`src/rtl/pipelined_universal_shifter_if.sv`:
```
// ---------------------------------------------------------------------------
// pipelined_universal_shifter_if
//
// Purpose: bundles the operand-side and result-side valid/ready handshakes of
// the pipelined universal shifter into one interface.
//
// Signals:
//   in_valid / in_ready          operand handshake
//   in_data  [WIDTH-1:0]         operand
//   in_shamt [SHW-1:0]           shift amount, 0..WIDTH-1
//   in_dir                       0 = right, 1 = left
//   in_mode  [1:0]               00 logical, 01 arithmetic, 10 rotate, 11 logical
//   out_valid / out_ready        result handshake
//   out_data [WIDTH-1:0]         shifted result
//   out_sticky                   OR of bits dropped by a right logical or
//                                arithmetic shift (only with SHIFTER_STICKY_EN)
//
// Modports:
//   master  operand source / result consumer side
//   slave   the shifter itself
//
// Optional feature macro: SHIFTER_STICKY_EN
// ---------------------------------------------------------------------------
interface pipelined_universal_shifter_if #(
    parameter int WIDTH = 16
) ();
    localparam int SHW = $clog2(WIDTH);

    logic             in_valid;
    logic             in_ready;
    logic [WIDTH-1:0] in_data;
    logic [SHW-1:0]   in_shamt;
    logic             in_dir;
    logic [1:0]       in_mode;

    logic             out_valid;
    logic             out_ready;
    logic [WIDTH-1:0] out_data;
`ifdef SHIFTER_STICKY_EN
    logic             out_sticky;
`endif

    modport master (
        output in_valid, in_data, in_shamt, in_dir, in_mode, out_ready,
`ifdef SHIFTER_STICKY_EN
        input  out_sticky,
`endif
        input  in_ready, out_valid, out_data
    );

    modport slave (
        input  in_valid, in_data, in_shamt, in_dir, in_mode, out_ready,
`ifdef SHIFTER_STICKY_EN
        output out_sticky,
`endif
        output in_ready, out_valid, out_data
    );
endinterface

```
`src/rtl/pipelined_universal_shifter.sv`:
```
// ---------------------------------------------------------------------------
// pipelined_universal_shifter
//
// Purpose: WIDTH-bit logical / arithmetic / rotate shifter, left or right,
// built as a log shifter with one mux level per pipeline stage. Stage k
// shifts by 2^k when bit k of the shift amount is set. Valid/ready
// handshake on both sides with full backpressure; bubbles collapse and a
// full pipe holds SHW items. Throughput is one result per cycle.
//
// Ports:
//   clk   rising-edge clock
//   rst   asynchronous, active-high reset (discards all in-flight items)
//   bus   pipelined_universal_shifter_if.slave (operand + result handshakes)
//
// Parameters:
//   WIDTH operand width, power of 2 and >= 4 (must match the interface)
//
// Optional feature macro: SHIFTER_STICKY_EN
//   When defined, every stage also carries a sticky bit collecting the OR of
//   all bits dropped by right logical/arithmetic shifts; it is presented on
//   bus.out_sticky aligned with out_data.
// ---------------------------------------------------------------------------
module pipelined_universal_shifter #(
    parameter int WIDTH = 16
) (
    input  logic                            clk,
    input  logic                            rst,
    pipelined_universal_shifter_if.slave    bus
);
    localparam int SHW = $clog2(WIDTH);

    // Stage registers. Control fields are only needed by a following stage,
    // so the last stage keeps data and valid (and sticky) only.
    logic [SHW-1:0]   valid_q;
    logic [WIDTH-1:0] data_q  [SHW];
    logic [SHW-1:0]   shamt_q [SHW-1];
    logic             dir_q   [SHW-1];
    logic [1:0]       mode_q  [SHW-1];

    // Values presented to each stage's mux level this cycle.
    logic [SHW-1:0]   stg_valid;
    logic [WIDTH-1:0] stg_data  [SHW];
    logic [SHW-1:0]   stg_shamt [SHW];
    logic             stg_dir   [SHW];
    logic [1:0]       stg_mode  [SHW];

    logic [WIDTH-1:0] shifted   [SHW];
    logic [SHW-1:0]   load;

`ifdef SHIFTER_STICKY_EN
    logic [SHW-1:0]   sticky_q;
    logic [SHW-1:0]   stg_sticky;
    logic [SHW-1:0]   dropped;
`endif

    // Stage 0 is fed from the operand port; every later stage is fed from
    // the register of the stage before it.
    always_comb begin
        stg_valid[0] = bus.in_valid;
        stg_data[0]  = bus.in_data;
        stg_shamt[0] = bus.in_shamt;
        stg_dir[0]   = bus.in_dir;
        stg_mode[0]  = bus.in_mode;
        for (int k = 1; k < SHW; k++) begin
            stg_valid[k] = valid_q[k-1];
            stg_data[k]  = data_q[k-1];
            stg_shamt[k] = shamt_q[k-1];
            stg_dir[k]   = dir_q[k-1];
            stg_mode[k]  = mode_q[k-1];
        end
    end

`ifdef SHIFTER_STICKY_EN
    // Sticky accumulates along the pipe; stage 0 starts from a clean zero.
    always_comb begin
        stg_sticky[0] = 1'b0;
        for (int k = 1; k < SHW; k++) begin
            stg_sticky[k] = sticky_q[k-1];
        end
    end
`endif

    // One log-shifter level per stage. Arithmetic right fills with the
    // current MSB, which earlier right-arithmetic levels have preserved as
    // the operand's sign. Mode 11 falls into the logical default arms.
    always_comb begin
        for (int k = 0; k < SHW; k++) begin
            shifted[k] = stg_data[k];
`ifdef SHIFTER_STICKY_EN
            dropped[k] = 1'b0;
`endif
            if (stg_shamt[k][k]) begin
                if (stg_dir[k]) begin
                    if (stg_mode[k] == 2'b10) begin
                        shifted[k] = (stg_data[k] << (1 << k))
                                   | (stg_data[k] >> (WIDTH - (1 << k)));
                    end else begin
                        shifted[k] = stg_data[k] << (1 << k);
                    end
                end else begin
                    case (stg_mode[k])
                        2'b01: shifted[k] = $signed(stg_data[k]) >>> (1 << k);
                        2'b10: shifted[k] = (stg_data[k] >> (1 << k))
                                          | (stg_data[k] << (WIDTH - (1 << k)));
                        default: shifted[k] = stg_data[k] >> (1 << k);
                    endcase
`ifdef SHIFTER_STICKY_EN
                    if (stg_mode[k] != 2'b10) begin
                        dropped[k] = |(stg_data[k] & ~({WIDTH{1'b1}} << (1 << k)));
                    end
`endif
                end
            end
        end
    end

    // Advance chain: a stage loads when it is empty or its successor loads.
    // This makes in_ready combinational from out_ready through every stage,
    // which is what lets bubbles collapse and gives full-rate throughput.
    always_comb begin
        load[SHW-1] = !valid_q[SHW-1] || bus.out_ready;
        for (int k = SHW - 2; k >= 0; k--) begin
            load[k] = !valid_q[k] || load[k+1];
        end
    end

    // Stage registers. Data and control only move when a real item enters a
    // stage, so a bubble never disturbs what the output is showing.
    always_ff @(posedge clk or posedge rst) begin
        if (rst) begin
            valid_q <= '0;
            for (int k = 0; k < SHW; k++) begin
                data_q[k] <= '0;
            end
            for (int k = 0; k < SHW - 1; k++) begin
                shamt_q[k] <= '0;
                dir_q[k]   <= 1'b0;
                mode_q[k]  <= 2'b00;
            end
        end else begin
            for (int k = 0; k < SHW; k++) begin
                if (load[k]) begin
                    valid_q[k] <= stg_valid[k];
                    if (stg_valid[k]) begin
                        data_q[k] <= shifted[k];
                    end
                end
            end
            for (int k = 0; k < SHW - 1; k++) begin
                if (load[k] && stg_valid[k]) begin
                    shamt_q[k] <= stg_shamt[k];
                    dir_q[k]   <= stg_dir[k];
                    mode_q[k]  <= stg_mode[k];
                end
            end
        end
    end

`ifdef SHIFTER_STICKY_EN
    // Sticky flops follow exactly the same load rule as the data.
    always_ff @(posedge clk or posedge rst) begin
        if (rst) begin
            sticky_q <= '0;
        end else begin
            for (int k = 0; k < SHW; k++) begin
                if (load[k] && stg_valid[k]) begin
                    sticky_q[k] <= stg_sticky[k] | dropped[k];
                end
            end
        end
    end

    assign bus.out_sticky = sticky_q[SHW-1];
`endif

    assign bus.in_ready  = load[0];
    assign bus.out_valid = valid_q[SHW-1];
    assign bus.out_data  = data_q[SHW-1];

endmodule

```
`src/flat_wrapper.sv`:
```
// flat-port wrapper written by rule: the top's interface ports become plain ports
module pipelined_universal_shifter_flat 
#(
    parameter int WIDTH = 16
)
  (clk, rst, bus_in_valid, bus_in_data, bus_in_shamt, bus_in_dir, bus_in_mode, bus_out_ready, bus_in_ready, bus_out_valid, bus_out_data);
  pipelined_universal_shifter_if #(.WIDTH(WIDTH)) bus_i ();
  input  logic clk;
  input  logic rst;
  input wire logic [$bits(bus_i.in_valid)-1:0] bus_in_valid;
  input wire logic [$bits(bus_i.in_data)-1:0] bus_in_data;
  input wire logic [$bits(bus_i.in_shamt)-1:0] bus_in_shamt;
  input wire logic [$bits(bus_i.in_dir)-1:0] bus_in_dir;
  input wire logic [$bits(bus_i.in_mode)-1:0] bus_in_mode;
  input wire logic [$bits(bus_i.out_ready)-1:0] bus_out_ready;
  output wire logic [$bits(bus_i.in_ready)-1:0] bus_in_ready;
  output wire logic [$bits(bus_i.out_valid)-1:0] bus_out_valid;
  output wire logic [$bits(bus_i.out_data)-1:0] bus_out_data;
  assign bus_i.in_valid = bus_in_valid;
  assign bus_i.in_data = bus_in_data;
  assign bus_i.in_shamt = bus_in_shamt;
  assign bus_i.in_dir = bus_in_dir;
  assign bus_i.in_mode = bus_in_mode;
  assign bus_i.out_ready = bus_out_ready;
  assign bus_in_ready = bus_i.in_ready;
  assign bus_out_valid = bus_i.out_valid;
  assign bus_out_data = bus_i.out_data;
  pipelined_universal_shifter #(.WIDTH(WIDTH)) u_core (.clk(clk), .rst(rst), .bus(bus_i));
endmodule
```
`config.mk`:
```
export PLATFORM = sky130hd
export DESIGN_NAME = pipelined_universal_shifter_flat
export DESIGN_NICKNAME = d
export VERILOG_FILES = /design/src/rtl/pipelined_universal_shifter_if.sv /design/src/rtl/pipelined_universal_shifter.sv /design/src/flat_wrapper.sv
export SDC_FILE = /design/constraint.sdc
export NUM_CORES = 1
export LEC_CHECK = 0
export ABC_CLOCK_PERIOD_IN_PS = 7900
export CORE_MARGIN = 4
export CORE_UTILIZATION = 60
export DETAILED_ROUTE_END_ITERATION = 16
export MAX_ROUTING_LAYER = met4
export PLACE_DENSITY = 0.84
export SLEW_MARGIN = 20
export SYNTH_ARGS = -nofsm -noshare
export SYNTH_HDL_FRONTEND = slang
export SYNTH_SLANG_ARGS = --single-unit
```
`constraint.sdc`:
```
create_clock -name clk -period 7.9 [get_ports clk]
set_input_delay 1.58 -clock clk [delete_from_list [all_inputs] [get_ports clk]]
set_output_delay 1.58 -clock clk [all_outputs]
set_load 0.05 [all_outputs]
```
==> summary.md <==
| Metric | Value |
|---|---|
| Arr. time, crit path | between 3 and 4 ns |
| Max H-tree Level | 3 |
| Synth top area share | between 40% and 50% |
| Initial antenna violation count | 0 |
| Worst Setup End Kind | primary output |
| Via count of the routed design | roughly 3.5k |
| Gate Count Post-Synth | 510 |
| First-pass GRT wire length | around 15 mm |
| Area leader, netlist | dfrtp_1 |
| Wl on met1 | 3.947 mm |
| Synthesis Warnings | 0 |
| Clk_skew | between 0.01 and 0.015 ns |
| Cell Rows | 31 |
| Commonest register cell after synthesis | dfrtp_1 |
| Core footprint | around 0.0073 sq mm |
| Routed wire length | a little over 9 mm |
| Port bufs | 44 |
| Met2 WL | approximately 4.5 mm |
| Ratio of cells with drive above 1 in the final layout | around 5.2% |
| DR WL met3 | just over 400 um |
| RSZ-0062 raised after global routing | false |
| # hold bufs at CTS | 0 |
| Status | finished, final reports clean |
| Number of setup buffers added after CTS | 0 |
| Number of global-route vias before repair | ~3.3k |
| Die area | between 0.008 and 0.009 sq mm |
| Reg2Reg Setup Slack | between 6 and 7 ns |
| Most frequent cells after synthesis | 116 x nand2_1, 107 x o21ai_0, 83 x dfrtp_1 |
| Fmax | 0.2014 GHz |
| Final Cycle Share | a little over three fifths |
| Hold Crit Depth | 2 |
| Layout Nets | ~550 |
| Clk Latency, worst-skew pair | between 0.3 and 0.4 ns |
| Worst r2r src | u_core.valid_q[2] |
| Yosys reg bits | just over 80 |
| Cell count after placement | 605 |
| Total CTS buffers | 9 |
| Antenna Cells | 0 |
| Die Wd | between 90 and 100 um |
| Layout Cells excl Fill | 620 |
| Hold endpoint | u_core.bus.out_data[15] |
| Worst-path maximum fanout | 4 |
| Global route total overflow | 0 |
| Post-synth EDFFs | 0 |
| Global placement routability congestion | between 0.8 and 0.9 |
| # DRC | 0 |
| Reg-to-reg endpoint | u_core.dir_q[0] |
| Pins Over Slew Limit | 0 |
| PD cells | 327.5 mW/mm^2 |
| Critical path class | input pin to primary output |
| Place WS | 2.960 ns |
| Hold Path Origin | u_core.bus.out_data[15] |
| Antenna Violating Nets Remaining | 0 |
| Initial DRT Pass Iterations | 6 |
| CTS Root Cell | clkbuf_8 |
| Final setup TNS | 0 ns |
| Reg2reg path depth | 3 |
| Fin crit period | about 5 ns |
| Area contributors post-synth | dfrtp_1 46%, o21ai_0 12%, nand2_1 9.6% |
| Initial DRC Count | ~250 |
| Most common cell in the netlist | nand2_1 |
| Clock Pin Slew Worst Setup and Hold Paths | approximately 0.080 ns |
| Synthesized area | roughly 0.0045 sq mm |
| Tightest Hold Check Type | flop to flop |
| Slew HR | 32.32% |
| Die Height | around 95 um |
| Final hold slack | a little under 0.5 ns |
| Clock Tree Buf Depth | 2 |
| CTS tree | done |
| Static leakage | 2.186 nW |
| Worst-margin pin slew | roughly 1 ns |
| Largest net degree at the start of global routing | 84 |
| CP startpoint | bus_out_ready |
| Sequential-to-total area share from yosys stat | around 46% |
| Area growth syn-to-layout | 10.55% |
| WL/cell | 14.62 um |
| Fin worst setup slack | about 3 ns |
| CP startpoint kind | input pin |
| Fin util | between 60% and 70% |
| Top Metal Used | met4 |
| Aggregate global-route resource usage | around 22% |
| Final hold violation count | 0 |
| Syn_nets | 546 |
| Setup-failing EPs final | 0 |
| Post-CTS sizing | 0 |
| Max_cap viols | 0 |
| WP data required | 6.32 ns |
| Worst vdd ir | approximately 0.14 mV |
| Synth async-reset ratio | 100.0% |
| DP HPWL | ~6.5 mm |
| Starting density of the core | 61.94% |
| CTS sink cnt | 83 |
| Synth unique cells | 31 |
| Via density | ~5.7 |
| Io pins | 45 |
| Synth Area per Inst | just under 9 sq um |
==> worst max-delay path, stage by stage <==
cell and delay, ns:
clkdlybuf4s50_1 0.44, nand4b_1 0.31, or2_2 0.35, clkdlybuf4s50_1 0.71
==> cells by family (layout without fill, tap and decap cells) <==
group,Yosys count,count (layout),synth area share (%)
simple gates,162,162,15.15
compound gates,152,152,18.95
flops,83,83,45.98
buf+inv,61,72,7.645
mux,43,43,9.778
fa+ha+maj,9,9,2.493
==> per-stage QoR <==
step / area (sq um) / power (mW)
finish: 4994 / 1.635
global route: 4994 / 1.742
CTS: 4987 / 1.641
detailed placement: 4793 / 1.337
global placement: 4793 / 1.300
floorplan: 4517 / 1.204
==> how the worst max path moves through the flow <==
stage | end | cells past startpoint
final | bus_in_ready | 4
after global routing | bus_in_ready | 4
after CTS | bus_in_ready | 4
after detailed placement | bus_in_ready | 4
after global placement | bus_in_ready | 4
after floorplan | bus_in_ready | 2
==> registers in the layout, summed over array words and instances, names as in the netlist <==
register and cells:
u_core.valid_q 4, u_core.data_q 48, u_core.dir_q 3, u_core.mode_q 6, u_core.shamt_q 6, u_core.bus.out_data 16
==> metal layers <==
layer	GRT usage, %	up-vias
met5	-	-
met4	8.534	0
met3	3.187	21
met2	36.64	105
met1	27.58	1651
li1	-	1748
==> layout by cell type, fill, tap and decap left out <==
cell type        count
buf_4                1
clkinv_2             2
o21ai_1              2
dfrtp_1             83
nand2b_1            11
inv_1               10
clkdlybuf4s50_1     44
a31oi_1              1
or2_2                1
o31ai_4              1
bufinv_16            1
nor2_1              10
mux2_2               5
o21bai_2             1
a22oi_1              6
nand4b_1             1
mux2i_1             34
nand3b_1             1
a21boi_2             1
o21ai_0            107
a22o_1               1
nand3_1             14
clkbuf_8            11
clkbuf_1             2
o21ai_2              1
buf_6                1
nand2_1            115
a21oi_1             17
o31ai_1              8
nand2_2              1
mux2_1               4
nor2b_1              8
o311ai_0             6
ha_1                 9
==> layout make-up <==
| class | count | area [sq um] |
|---|---|---|
| clock buffer | 13 | 158.9 |
| clock inverter | 2 | 35.03 |
| fill | 607 | 2298 |
| inverter | 11 | 42.54 |
| multi-input combinational | 366 | 2097 |
| sequential | 83 | 2077 |
| tap | 99 | 123.9 |
| timing repair buffer | 46 | 459.2 |
==> report_power, final <==
| part | total (mW) | internal (mW) | switching [mW] |
|---|---|---|---|
| Sequential | 0.726 | 0.563 | 0.164 |
| Clock | 0.304 | 0.162 | 0.142 |
| Combinational | 0.606 | 0.239 | 0.367 |
Power figures use the tool's default switching activity.
